## config.mk

```make
export PLATFORM = sky130hd
export DESIGN_NAME = divider_nr_param_flat
export DESIGN_NICKNAME = d
export VERILOG_FILES = /design/src/rtl/divider_nr_param_pkg.sv /design/src/rtl/divider_nr_param_if.sv /design/src/rtl/divider_nr_param_step.sv /design/src/rtl/divider_nr_param.sv /design/src/flat_wrapper.sv
export SDC_FILE = /design/constraint.sdc
export NUM_CORES = 1
export LEC_CHECK = 0
export CORE_UTILIZATION = 50
export CTS_CLUSTER_SIZE = 28
export DETAILED_ROUTE_END_ITERATION = 8
export GPL_TIMING_DRIVEN = 0
export PLACE_DENSITY = 0.71
export SLEW_MARGIN = 20
export SYNTH_ARGS = -nofsm -noshare
export SYNTH_HDL_FRONTEND = slang
export SYNTH_HIERARCHICAL = 1
export SYNTH_SLANG_ARGS = --single-unit
export TNS_END_PERCENT = 50
```

## constraint.sdc

```tcl
create_clock -name clk -period 4.9 [get_ports clk]
set_input_delay 0.735 -clock clk [delete_from_list [all_inputs] [get_ports clk]]
set_output_delay 0.735 -clock clk [all_outputs]
set_load 0.02 [all_outputs]
```

## src/rtl/divider_nr_param_pkg.sv

```systemverilog
// ============================================================================
// Module : divider_pkg
// Shared state encoding and sizing helper for the non-restoring divider.
// Rev    : 1.0
// ============================================================================
`default_nettype none

package divider_pkg;

    typedef enum logic [1:0] {
        IDLE = 2'd0,
        CALC = 2'd1,
        CORR = 2'd2,
        DONE = 2'd3
    } state_t;

    function automatic int cnt_width(input int width);
        return $clog2(width + 1);
    endfunction

endpackage

`default_nettype wire

```

## src/rtl/divider_nr_param_if.sv

```systemverilog
// ============================================================================
// Module : divider_nr_param_if
// Packed request/acknowledge bus between a divider client and the divider.
// Rev    : 1.0
// ============================================================================
`default_nettype none

interface divider_nr_param_if #(
    parameter int WIDTH = 8
) ();

    logic                 req;
    logic                 signed_mode;
    logic [2*WIDTH-1:0]   values;
    logic                 ack;
    logic                 busy;
    logic [2*WIDTH-1:0]   result;
    logic                 div_by_zero;
    logic                 overflow;

    modport master (
        output req, signed_mode, values,
        input  ack, busy, result, div_by_zero, overflow
    );

    modport slave (
        input  req, signed_mode, values,
        output ack, busy, result, div_by_zero, overflow
    );

endinterface

`default_nettype wire

```

## src/rtl/divider_nr_param_step.sv

```systemverilog
// ============================================================================
// Module : nr_div_step
// One combinational non-restoring iteration on a WIDTH+1 bit partial remainder.
// Rev    : 1.0
// ============================================================================
`default_nettype none

module nr_div_step #(
    parameter int WIDTH = 8
) (
    input  wire logic [WIDTH:0]   rem_in,
    input  wire logic             dividend_bit,
    input  wire logic [WIDTH-1:0] divisor,
    output logic      [WIDTH:0]   rem_out,
    output logic                  quot_bit
);

    logic [WIDTH:0] shifted;

    // Modular WIDTH+1 arithmetic is enough: the true result always fits in [-D, D).
    always_comb begin
        shifted = {rem_in[WIDTH-1:0], dividend_bit};
        if (rem_in[WIDTH] == 1'b0) begin
            rem_out = shifted - {1'b0, divisor};
        end else begin
            rem_out = shifted + {1'b0, divisor};
        end
        quot_bit = ~rem_out[WIDTH];
    end

endmodule

`default_nettype wire

```

## src/rtl/divider_nr_param.sv

```systemverilog
// ============================================================================
// Module : divider_nr_param
// Iterative non-restoring divider, one quotient bit per clock, signed/unsigned.
// Rev    : 1.0
// ============================================================================
`default_nettype none

module divider_nr_param
    import divider_pkg::*;
#(
    parameter int WIDTH = 8
) (
    input  wire logic          clk,
    input  wire logic          reset,
    divider_nr_param_if.slave  bus
);

    localparam int             CW   = cnt_width(WIDTH);
    localparam logic [CW-1:0]  LAST = CW'(WIDTH - 1);
    localparam logic [WIDTH-1:0] MOST_NEG = {1'b1, {(WIDTH-1){1'b0}}};

    state_t             state, state_next;
    logic [WIDTH:0]     rem;
    logic [WIDTH-1:0]   quo;
    logic [WIDTH-1:0]   dsr;
    logic [CW-1:0]      count;
    logic               smode, sign_q, sign_r, dz_pend, ov_pend;
    logic               ack_reg, busy_reg, dz_reg, ov_reg;
    logic [2*WIDTH-1:0] result_reg;

    logic [WIDTH-1:0]   dividend, divisor, mag_dividend, mag_divisor;
    logic [WIDTH:0]     step_rem, rem_fix, rem_fin;
    logic               step_bit;
    logic [WIDTH-1:0]   quo_fin;

    assign dividend     = bus.values[2*WIDTH-1:WIDTH];
    assign divisor      = bus.values[WIDTH-1:0];
    assign mag_dividend = (bus.signed_mode && dividend[WIDTH-1]) ? -dividend : dividend;
    assign mag_divisor  = (bus.signed_mode && divisor[WIDTH-1])  ? -divisor  : divisor;

    nr_div_step #(.WIDTH(WIDTH)) u_step (
        .rem_in       (rem),
        .dividend_bit (quo[WIDTH-1]),
        .divisor      (dsr),
        .rem_out      (step_rem),
        .quot_bit     (step_bit)
    );

    assign rem_fix = rem[WIDTH] ? (rem + {1'b0, dsr}) : rem;
    assign quo_fin = (smode && sign_q) ? -quo : quo;
    assign rem_fin = (smode && sign_r && (rem_fix != '0)) ? -rem_fix : rem_fix;

    always_comb begin
        state_next = state;
        case (state)
            IDLE: if (bus.req) state_next = (divisor == '0) ? DONE : CALC;
            CALC: if (count == LAST) state_next = CORR;
            CORR: state_next = DONE;
            DONE: state_next = IDLE;
            default: state_next = IDLE;
        endcase
    end

    always_ff @(posedge clk or posedge reset) begin
        if (reset) state <= IDLE;
        else       state <= state_next;
    end

    // quo doubles as the dividend shift register while quotient bits enter at the LSB.
    always_ff @(posedge clk or posedge reset) begin
        if (reset) begin
            rem        <= '0;
            quo        <= '0;
            dsr        <= '0;
            count      <= '0;
            smode      <= 1'b0;
            sign_q     <= 1'b0;
            sign_r     <= 1'b0;
            dz_pend    <= 1'b0;
            ov_pend    <= 1'b0;
            ack_reg    <= 1'b0;
            busy_reg   <= 1'b0;
            dz_reg     <= 1'b0;
            ov_reg     <= 1'b0;
            result_reg <= '0;
        end else begin
            ack_reg <= 1'b0;
            case (state)
                IDLE: begin
                    busy_reg <= bus.req;
                    if (bus.req) begin
                        smode   <= bus.signed_mode;
                        sign_q  <= dividend[WIDTH-1] ^ divisor[WIDTH-1];
                        sign_r  <= dividend[WIDTH-1];
                        dsr     <= mag_divisor;
                        count   <= '0;
                        if (divisor == '0) begin
                            quo     <= '1;
                            rem     <= {1'b0, dividend};
                            dz_pend <= 1'b1;
                            ov_pend <= 1'b0;
                        end else begin
                            quo     <= mag_dividend;
                            rem     <= '0;
                            dz_pend <= 1'b0;
                            ov_pend <= bus.signed_mode && (dividend == MOST_NEG)
                                       && (divisor == '1);
                        end
                    end
                end
                CALC: begin
                    rem   <= step_rem;
                    quo   <= {quo[WIDTH-2:0], step_bit};
                    count <= count + 1'b1;
                end
                CORR: begin
                    rem <= rem_fin;
                    quo <= quo_fin;
                end
                DONE: begin
                    ack_reg    <= 1'b1;
                    result_reg <= {quo, rem[WIDTH-1:0]};
                    dz_reg     <= dz_pend;
                    ov_reg     <= ov_pend;
                end
                default: ;
            endcase
        end
    end

    assign bus.ack         = ack_reg;
    assign bus.busy        = busy_reg;
    assign bus.result      = result_reg;
    assign bus.div_by_zero = dz_reg;
    assign bus.overflow    = ov_reg;

endmodule

`default_nettype wire

```

## src/flat_wrapper.sv

```systemverilog
// flat-port wrapper written by rule: the top's interface ports become plain ports
module divider_nr_param_flat import divider_pkg::*;
#(
    parameter int WIDTH = 8
)
  (clk, reset, bus_req, bus_signed_mode, bus_values, bus_ack, bus_busy, bus_result, bus_div_by_zero, bus_overflow);
  divider_nr_param_if #(.WIDTH(WIDTH)) bus_i ();
  input  wire logic clk;
  input  wire logic reset;
  input wire logic [$bits(bus_i.req)-1:0] bus_req;
  input wire logic [$bits(bus_i.signed_mode)-1:0] bus_signed_mode;
  input wire logic [$bits(bus_i.values)-1:0] bus_values;
  output wire logic [$bits(bus_i.ack)-1:0] bus_ack;
  output wire logic [$bits(bus_i.busy)-1:0] bus_busy;
  output wire logic [$bits(bus_i.result)-1:0] bus_result;
  output wire logic [$bits(bus_i.div_by_zero)-1:0] bus_div_by_zero;
  output wire logic [$bits(bus_i.overflow)-1:0] bus_overflow;
  assign bus_i.req = bus_req;
  assign bus_i.signed_mode = bus_signed_mode;
  assign bus_i.values = bus_values;
  assign bus_ack = bus_i.ack;
  assign bus_busy = bus_i.busy;
  assign bus_result = bus_i.result;
  assign bus_div_by_zero = bus_i.div_by_zero;
  assign bus_overflow = bus_i.overflow;
  divider_nr_param #(.WIDTH(WIDTH)) u_core (.clk(clk), .reset(reset), .bus(bus_i));
endmodule
```

## Word-level counts from Yosys, hierarchy flattened

Cells that the tools add are included.

- Add/sub/neg operators: 8
- Equality and inequality tests: 9
- Multiplexer cells: 21
- Bitwise gates (word level): 2
- Reduce and logical (&&, ||, !) cells: 17

Operator list:

| cell | count |
|---|---|
| 2-to-1 mux 8 bit | 6 |
| 2-to-1 mux 9 bit | 4 |
| one-hot mux 9 bit (3 select lines) | 1 |
| negation 8 bit | 3 |
| one-hot mux 8 bit (3 select lines) | 1 |
| adder 9 x 8 -> 9 bit | 2 |
| == test 8 bit (second input constant) | 2 |
| negation 9 bit | 1 |
| nonzero test 9 bit | 1 |
| subtractor 9 x 8 -> 9 bit | 1 |
| zero test 8 bit | 1 |
| one-hot mux 2 bit (4 select lines) | 1 |
| one-hot mux 4 bit (2 select lines) | 1 |
| AND reduction 2 bit | 4 |
| logical AND 1 bit | 7 |
| 2-to-1 mux 2 bit | 3 |
| adder 4 x 1 -> 4 bit (second input constant) | 1 |
| == test 2 bit (second input constant) | 2 |
| == test 4 x 3 -> 1 bit (second input constant) | 1 |
| 2-to-1 mux 4 bit | 1 |
| inequality test 2 x 1 -> 1 bit (second input constant) | 2 |
| 2-to-1 mux 1 bit | 3 |
| AND reduction 3 bit | 1 |
| nonzero test 3 bit | 1 |
| 6 further kinds | 6 |

- Register bits: 56
- Input port bits: 20
- Output and inout bits: 20

## Longest topological paths before layout

Gate-level depths: netlist of the first run.

- Word-level depth: 6
- Depth in mapped cells: 16
- Gate-level depth less buffers: 16

## By module

The synthesis of the first run kept the hierarchy.

By module, submodules not included:

| module | times used | cells each | area an instance (µm²) | sequential area each (µm²) |
|---|---|---|---|---|
| divider_nr_param | 1 | 402 | 3656.0 | 1401.3 |
| nr_div_step | 1 | 72 | 556.8 | 0.0 |

## Worst setup path before layout of the first run

No wires, ideal clock.

- Path type: reg-to-reg
- From: register u_core.rem[1]
- To: register u_core.rem[3]
- Arrival: 2.966 ns
- Required time: 4.817 ns
- Slack: 1.851 ns
- Cell stages (with the launch flop): 15
- Period minus slack after synthesis: 3.049 ns
- Cell sequence: dfrtp_1 > ha_1 > a211o_1 > and2_4 > o31a_1 > or3_1 > a31o_1 > nor3_1 > ha_1 > or2_2 > nor2_1 > xnor2_1 > o21ai_0 > a22oi_1 > o21ai_0

- Longest elaborated chain between the ends: 6
- Elaborated cells on any way between the ends: 10
- Those cells by class: 4 x add/sub; 4 x mux; 2 x reduce/logical

Ends and longest elaborated chain:

| item | RTL line | text |
|---|---|---|
| from (decl) | divider_nr_param.sv:23 | `logic [WIDTH:0] rem;` |
| from (signal assigned) | divider_nr_param.sv:99 | `rem <= {1'b0, dividend};` |
| from (signal assigned) | divider_nr_param.sv:112 | `rem <= step_rem;` |
| from (signal assigned) | divider_nr_param.sv:117 | `rem <= rem_fin;` |
| parallel branches: the longest is 5 deep, another holds adder 9 x 8 -> 9 bit | - |  |
| one-hot mux 9 bit (3 select lines) * | divider_nr_param.sv:88 | `case (state)` |

Mark *: on every way between the ends.
A chain may end at the register's enable or synchronous reset.

## Final worst setup path of the first run

- From: register u_core.rem[0]
- To: register u_core.rem[3]

Same word-level chain as after synthesis.

==> impl.org, run 1 <==
** Run status
- The run finished with clean final reports.

** Worst setup path
- For flop-to-flop paths, the worst setup slack is 1370 ps.
- Worst Setup Path Type :: flip-flop to flip-flop
- The worst register-to-register path begins at u_core/rem[0].
- STA classifies the critical path endpoint as a flip-flop.
- STA classifies the critical path startpoint as a flip-flop.
- Walking the worst path, the cells encountered are ha_1 -> inv_1 -> fa_1 -> nor2b_1 -> o31a_2 -> a211oi_2 -> nor4_2 -> nand3_1 -> nor3_1 -> ha_1 -> or2_2 -> nor2_1 -> xnor2_1 -> o21ai_0 -> a22oi_1 -> o21ai_0.
- Worst EP required :: 5080 ps
- Crit path arrival time :: 3700 ps
- Counting cells, the worst reg-to-reg path comes to 16.
- Among all stages on the critical path, the largest delay is contributed by sky130_fd_sc_hd__dfrtp_1.
- Maximum single-stage delay on the critical path :: 490 ps
- Biggest fanout along the worst timing path :: 7
- The worst register-to-register path ends at u_core/rem[3].

** Yosys
- After synthesis, the largest family of logic cells by area is compound AO/OA/AOI/OAI gates.
- Dividing the synthesized area by the synthesized cell count gives 8.89 sq um.
- During synthesis, Yosys emitted a total of 6 warnings.
- Nets in the synthesized netlist :: 524
- Dominant cell type by area after synthesis :: sky130_fd_sc_hd__dfrtp_1
- In this run, distinct cell masters in the synthesized netlist total 60.
- Number of synthesized register bits :: 56
- Post-synth EDFFs :: 0
- Arithmetic-cell share of the synthesized area counting full adders, half adders and majority gates :: 9.27%
- After synthesis, the largest area contributor takes up 33.3% of total cell area.
- By area the synthesized netlist is led by sky130_fd_sc_hd__dfrtp_1 33%, sky130_fd_sc_hd__ha_1 8.3%, sky130_fd_sc_hd__mux2_2 6.9%, sky130_fd_sc_hd__xnor2_1 5.0%, sky130_fd_sc_hd__nand2_1 4.8%.
- Share of synthesized registers carrying an async set or reset :: 100%
- Synth Area in Simple Gates :: 17.4%
- The share of the Yosys chip area taken by registers is 33.3%.
- Summing the areas of all compound-gate instances in the mapped netlist gives 20.1% of the synthesized area.
- Fraction of synthesized area in multiplexers :: 7.90%
- Of the total synthesized cell area, the portion taken by XOR and XNOR cells is 7.45%.
- In the synthesized netlist the dominant register cell turns out to be sky130_fd_sc_hd__dfrtp_1.
- Post-Syn Area :: 0.00421 sq mm
- Counting every instance in the synthesized netlist gives 474.

** Timing
- RSZ-0062 raised after global routing :: false
- In this run the tightest slew margin relative to its limit is 46.1%.
- Setup_tns :: 0 ps
- Shortest clock period the worst path allows after layout :: 3530 ps
- Final hold analysis gives a worst-case slack of 489 ps.
- After layout, the worst path uses 71.9% of the clock period.
- The final max-slew violation count came to 0.
- Transition time at the pin with the least slew margin :: 805 ps
- Timing would allow up to 284 MHz.
- Count of final hold-check violations :: 0
- Final worst clock skew :: 9.31 ps
- Total of endpoints with negative setup slack in the final report :: 0

** Clock network
- TritonCTS created 5 clock buffers.
- Cell at the root of the clock tree :: sky130_fd_sc_hd__clkbuf_8
- The clock reaches the later pin of the worst-skew pair after 310 ps.
- Total clock sinks :: 56
- TritonCTS built the clock tree.
- Post-CTS setup-driven buffer insertion count :: 0
- Resized Gates After CTS :: 0
- Buffer levels on the longest clock path :: 2
- The H-tree was split into 2 levels.
- Hold-fix buffers, CTS :: 0
- Clock slew at the register clock pins of the worst setup and hold paths :: 100 ps

** Run
- Max-cap violations in this run came to 0.

** Drt
- For this run, design rule violations remaining after detail routing come to 0.
- Routed WL :: 10,600 um
- In this run the remaining antenna-violating nets after routing total 0.
- Ratio of routed vias to standard cells :: 5.95
- In this run, the number of DRC markers left after iteration 0 of detailed routing was 174.
- The pre-antenna-repair detailed-routing pass consisted of 5 iterations.
- The final route contains 3,707 vias.
- After detailed routing, the average wire length per cell comes to 17.0 um.

** Layout
- The repair_antennas step left the layout with diodes totalling 0.
- Net count, final :: 567
- Relative to the synthesized area, the layout overhead comes to 13.8%.
- Fraction of final layout cells sized beyond drive strength 1 :: 9.85%
- Number of flip-flops in the largest register :: 16
- After routing the design area is 0.00479 sq mm.
- For this run, the number of standard cells in the final layout without fillers is 623.

** Power
- Static Leakage :: 2.04 nW
- Power per cell area :: 722 mW/mm^2
- Across the VDD grid, the largest voltage drop is 0.495 mV.

** Placement
- GP Congestion :: 0.874
- Cell count after placement :: 615
- Summing all placed instances gives a cell area of 0.00471 sq mm.
- PortBufs :: 36
- Detailed placement finished with a half-perimeter wire length of 8200 um.

** Floorplan
- Die area :: 0.00880 sq mm
- CORE AREA :: 0.00818 sq mm
- The floorplan step set the die width to 93.8 um.
- Die Y-Extent :: 93.8 um
- Ports placed on the boundary :: 40
- The floorplan has 33 rows.
- The initial utilization of the core area, before any placement, comes to 51.5%.

** Hold path
- For hold timing, the worst endpoint is u_core/dz_pend.
- The worst hold path was traced through 2 stages.
- The tightest min-delay check is of the flip-flop to flip-flop type.
- Hold path startpoint :: u_core/dz_pend

** Global route
- The number of global-route vias before repair was 3,662.
- The total overflow left after global routing is 0.
- Maximum number of pins on one net before global-route repair :: 57
- First-pass GRT wire length :: 17,900 um
- Global routing used 25.9% of the available tracks across all layers.
- Initial antenna violation count :: 0
## layer usage
layer  share of wire [%]  wire [um]  GRT usage (%)  vias up
met5                   0          0              0        -
met3                 4.6        486           2.83       15
met2                  50       5340           45.6      103
met1                  44       4620           33.6     1790
met4                 1.5        158           6.92        0
li1                    -          -              -     1799
## Yosys cell counts (all sizes together), types with 2 or more instances
library cell,count
a211o,2
a211oi,4
a21o,2
a21oi,23
a221oi,2
a22oi,5
a31oi,9
a32oi,10
buf,5
clkbuf,14
dfrtp,56
fa,2
ha,28
inv,29
mux2,26
mux2i,4
nand2,54
nand2b,2
nand3,12
nand3b,3
nand4,3
nor2,35
nor2b,10
nor3,9
nor3b,2
nor4,5
o21a,3
o21ai,40
o221ai,4
o311ai,4
o31a,5
o31ai,4
or2,2
or3,8
xnor2,25
xor2,10
## critical path, delay by kind of cell (launching register included)
family,cells,cell delay (ps)
and+or+nand+nor,6,1130
buffers and inverters,1,60
AOI/OAI and AO/OA,5,640
xor gates and xnor gates,1,220
DFF,1,490
adders and majority gates,3,840
## cells by family after synthesis
kind of cell | count (synthesis)
flip-flops | 56
AND/OR/NAND/NOR | 150
buffers and inverters | 48
adder cells (fa/ha/maj) | 30
multiplexers | 30
AO/OA/AOI/OAI | 125
XOR/XNOR | 35
## metrics by stage
step / power, mW / utilization, % / setup WS [ps]
after floorplan: 2.57 / - / 1850
final: 3.46 / 58.6 / 1370
after CTS: 3.44 / 58.6 / 1400
after global routing: 3.77 / 58.6 / 1110
after detailed placement: 3.18 / 57.6 / 1440
after global placement: 3.12 / 57.5 / 1440
## report_power, final
| group | switching (mW) | internal [mW] | total [mW] |
|---|---|---|---|
| Clock | 0.152 | 0.103 | 0.255 |
| Sequential | 0.218 | 0.660 | 0.879 |
| Combinational | 1.29 | 1.04 | 2.33 |
## worst max-delay path by stage
stage | startpoint | endpoint | slack [ps] | cells past startpoint
after floorplan | u_core/rem[1] | u_core/rem[3] | 1850 | 14
after global placement | u_core/rem[1] | u_core/rem[2] | 1440 | 14
after detailed placement | u_core/rem[3] | u_core/rem[3] | 1440 | 14
after CTS | u_core/rem[0] | u_core/rem[3] | 1400 | 16
after global routing | u_core/rem[0] | u_core/rem[2] | 1110 | 16
final | u_core/rem[0] | u_core/rem[3] | 1370 | 16
## cell usage in the layout (no fill, tap or decap), types with 15 or more instances in the layout
cell type                         instances
sky130_fd_sc_hd__mux2_2                  26
sky130_fd_sc_hd__clkbuf_1                15
sky130_fd_sc_hd__nand2_1                 54
sky130_fd_sc_hd__inv_1                   28
sky130_fd_sc_hd__clkdlybuf4s50_1         36
sky130_fd_sc_hd__a21oi_1                 23
sky130_fd_sc_hd__xnor2_1                 24
sky130_fd_sc_hd__ha_1                    28
sky130_fd_sc_hd__dfrtp_1                 56
sky130_fd_sc_hd__nor2_1                  35
sky130_fd_sc_hd__o21ai_0                 38
## final cells by class
cell class / count / area, sq um
buffer: 19 / 85.1
clock buffer: 7 / 76.3
clock inverter: 1 / 8.76
fill: 751 / 3380
inverter: 29 / 111
multi-input combinational: 370 / 2620
sequential: 56 / 1400
tap: 105 / 131
timing repair buffer: 36 / 360
Note: power is estimated with default switching activity, not from simulation.
==> run 2: changes to the inputs <==
clock period = 3.5 ns   (was 4.9 ns; I/O delays follow)
==> impl.org, run 2 (synthesis results as in run 1) <==
** Worst setup path
- Endpoint of the worst-slack reg-to-reg timing path :: u_core/rem[3]
- The critical path in this run is classified as flip-flop to flip-flop.
- Critical Path Start Type :: flip-flop
- FF-to-FF Start :: u_core/rem[4]
- The reg2reg setup slack is 150 ps (-1230 ps).
- Launch point of the critical path :: u_core/rem[4]
- Crit path arrival time :: 3530 ps (-170 ps)
- The worst setup path is captured at a flip-flop.
- Critical path destination :: u_core/rem[3]
- The maximum fanout encountered on the critical timing path came to 5 (-2).
- Worst reg-to-reg path cell count :: 14 (-2)
- The required time of the critical path was 3680 ps (-1400 ps).

** Layout
- The number of fill cells was 735 (-2.1%).
- Fraction of final layout cells sized beyond drive strength 1 :: 14.2% (+4.4 points)
- In the layout the commonest cells are 54 x sky130_fd_sc_hd__nand2_1, 50 x sky130_fd_sc_hd__dfrtp_1, 37 x sky130_fd_sc_hd__o21ai_0.
- The post-layout net count came to 570 (+0.53%).
- Commonest non-fill, non-tap cell in the layout :: sky130_fd_sc_hd__nand2_1
- Area grow syn2layout :: 16.5%
- The post-route cell area came to 0.00491 sq mm (+2.4%).
- The footprint of the flip-flops and latches is 0.00141 sq mm (+0.54%).
- Share of the core filled with cells :: 60.0% (+1.4 points)
- Ant. Diodes :: 0 (unchanged)
- Number of flip-flops in the largest register :: 16 (unchanged)
- Multi-input logic area :: 0.00270 sq mm (+3.3%)

** Power
- Power per cell area :: 1010 mW/mm^2 (+40%)
- Total power of the final layout :: 4.98 mW (+44%)
- Static Leakage :: 2.04 nW (+0.35%)
- IR Drop Worst-Case VDD :: 0.697 mV (+41%)

** Timing
- Final worst clock skew :: 7.51 ps (-1.80 ps)
- The worst-case setup margin in the final layout was 146 ps (-1230 ps).
- The number of failing setup endpoints in the final timing report came to 0 (unchanged).
- Count of final hold-check violations :: 0 (unchanged)
- Post-Route Hold Slack :: 489 ps (-0.0780 ps)
- The final critical path time including I/O delays and setup is 3350 ps (-171 ps).
- The relative slew slack is 47.5% (+1.4 points).
- The final max-slew violation count was 0 (unchanged).
- The maximum clock rate is 298 MHz (+5.1%).
- The actual transition at the worst max-transition pin is 784 ps (-20.9 ps).
- Final clock period utilization by the worst path :: 95.8% (+24 points)

** Drt
- The vias after detailed routing came to 3,745 (+1.0%).
- Drt first pass iters :: 5 (unchanged)
- Routed WL :: 10,800 um (+2.1%)
- The post-route antenna net violation count is 0 (unchanged).
- Ratio of routed vias to standard cells :: 5.98 (+0.54%)
- Routed wirelength normalized by instance count :: 17.3 um (+1.6%)
- First-iteration detailed-routing DRC count :: 234 (+34%)
- Count of unresolved DRC violations after routing :: 0 (unchanged)

** Floorplan
- The area of the die was 0.00880 sq mm (unchanged).
- Ports placed on the boundary :: 40 (unchanged)
- CORE AREA :: 0.00818 sq mm (unchanged)
- Starting Density :: 51.5% (unchanged)
- The placement row count came to 33 (unchanged).
- Die Y-Extent :: 93.8 um (unchanged)
- Horizontal extent of the die :: 93.8 um (unchanged)

** Clock network
- Insertion delay of the later-clocked pin in the worst-skew pair :: 300 ps (about the same)
- Buffer levels on the longest clock path :: 2 (unchanged)
- Clock tree from TritonCTS :: yes
- The number of clock sinks seen by CTS came to 56 (unchanged).
- The clock transition at the registers of the reported paths came to 100 ps (about the same).
- Number of clock buffers inserted by TritonCTS :: 5 (unchanged)
- The number of H-tree levels came to 2 (unchanged).
- The count of hold-fix buffers inserted at cts came to 0 (unchanged).
- Cell at the root of the clock tree :: sky130_fd_sc_hd__clkbuf_8

** Placement
- The final weighted congestion in routability-driven placement came to 0.874 (unchanged).
- Post-DP HPWL :: 8200 um (unchanged)
- The worst slack at placement is 44.6 ps (-1400 ps).
- The placed standard-cell area was 0.00471 sq mm (unchanged).
- PortBufs :: 36 (unchanged)

** Run
- Max Cap Violations :: 0 (unchanged)

** Global route
- Overflow left after global routing :: 0 (unchanged)
- The number of global-route vias before repair is 3,662 (unchanged).
- The first-pass GRT wire length was 17,900 um (unchanged).
- Maximum number of pins on one net before global-route repair :: 57 (unchanged)
- The number of antenna violations at the first check in global routing came to 0 (unchanged).
- The aggregate global-route resource usage is 25.9% (unchanged).

** Run status
- Run status :: finished, final reports clean

** Hold path
- Path type of the worst min-delay path :: flip-flop to flip-flop
- Hold path cells :: 2 (unchanged)
[run 2: area by class of cell]
| cell class | count | area share (%) |
|---|---|---|
| Clock inverter | 1 | 0.178 |
| Inverter | 29 | 2.27 |
| Clock buffer | 7 | 1.56 |
| Buffer | 19 | 1.73 |
| Timing Repair Buffer | 39 | 7.80 |
| Tap cell | 105 | 2.68 |
| Sequential cell | 56 | 28.7 |
| Multi-Input combinational cell | 370 | 55.1 |
[run 2: power by group]
group,internal (mW),leakage [nW],switching [mW]
logic,1.52,1.30,1.85
registers,0.930,0.706,0.316
clock network,0.144,0.0424,0.212
total,2.60,2.04,2.38
[run 2: critical path, cell delays in order (launching register included)]
cell                       delay (ps)
sky130_fd_sc_hd__dfrtp_1          480
sky130_fd_sc_hd__ha_1             380
sky130_fd_sc_hd__a21o_1           230
sky130_fd_sc_hd__a31oi_1          220
sky130_fd_sc_hd__o311ai_2         220
sky130_fd_sc_hd__nor4_4           390
sky130_fd_sc_hd__nand3_1          140
sky130_fd_sc_hd__nor3_2           210
sky130_fd_sc_hd__ha_2             210
sky130_fd_sc_hd__or2_4            150
sky130_fd_sc_hd__nor2_1            60
sky130_fd_sc_hd__xnor2_1          200
sky130_fd_sc_hd__o21ai_0          110
sky130_fd_sc_hd__a22oi_1          140
sky130_fd_sc_hd__o21ai_0           90
[run 2: timing repair]
| action | in CTS | in global routing |
|---|---|---|
| endpoints found under the setup margin | 0 | 5 |
| hold endpoints to repair | 0 | 0 |
| setup buffers | 0 | 3 |
| gates resized for setup | 0 | 23 |
[run 2: metal layers]
metal	part of all wire (%)	GRT usage, %	vias up	wire length, um
met1	43	33.6	1821	4670
met2	50	45.6	101	5440
met5	0	0	-	0
li1	-	-	1803	-
met3	4.8	2.83	20	518
met4	1.8	6.92	0	200
[run 2: worst min path at each step]
stage | startpoint | to | slack, ps
finish | u_core/dz_pend | u_core/dz_pend | 490
global route | u_core/bus.result[10] | u_core/bus.result[10] | 540
CTS | u_core/dz_pend | u_core/dz_pend | 500
detailed placement | u_core/dz_pend | u_core/dz_pend | 470
global placement | u_core/dz_pend | u_core/dz_pend | 460
floorplan | u_core/dz_pend | u_core/dz_pend | 440
[run 2: per-stage QoR]
step / TNS (ps) / instances
2_1_floorplan: 0 / 474
3_3_place_gp: 0 / 615
3_5_place_dp: 0 / 615
4_1_cts: 0 / 623
5_1_grt: -106 / 626
6_report: 0 / 626
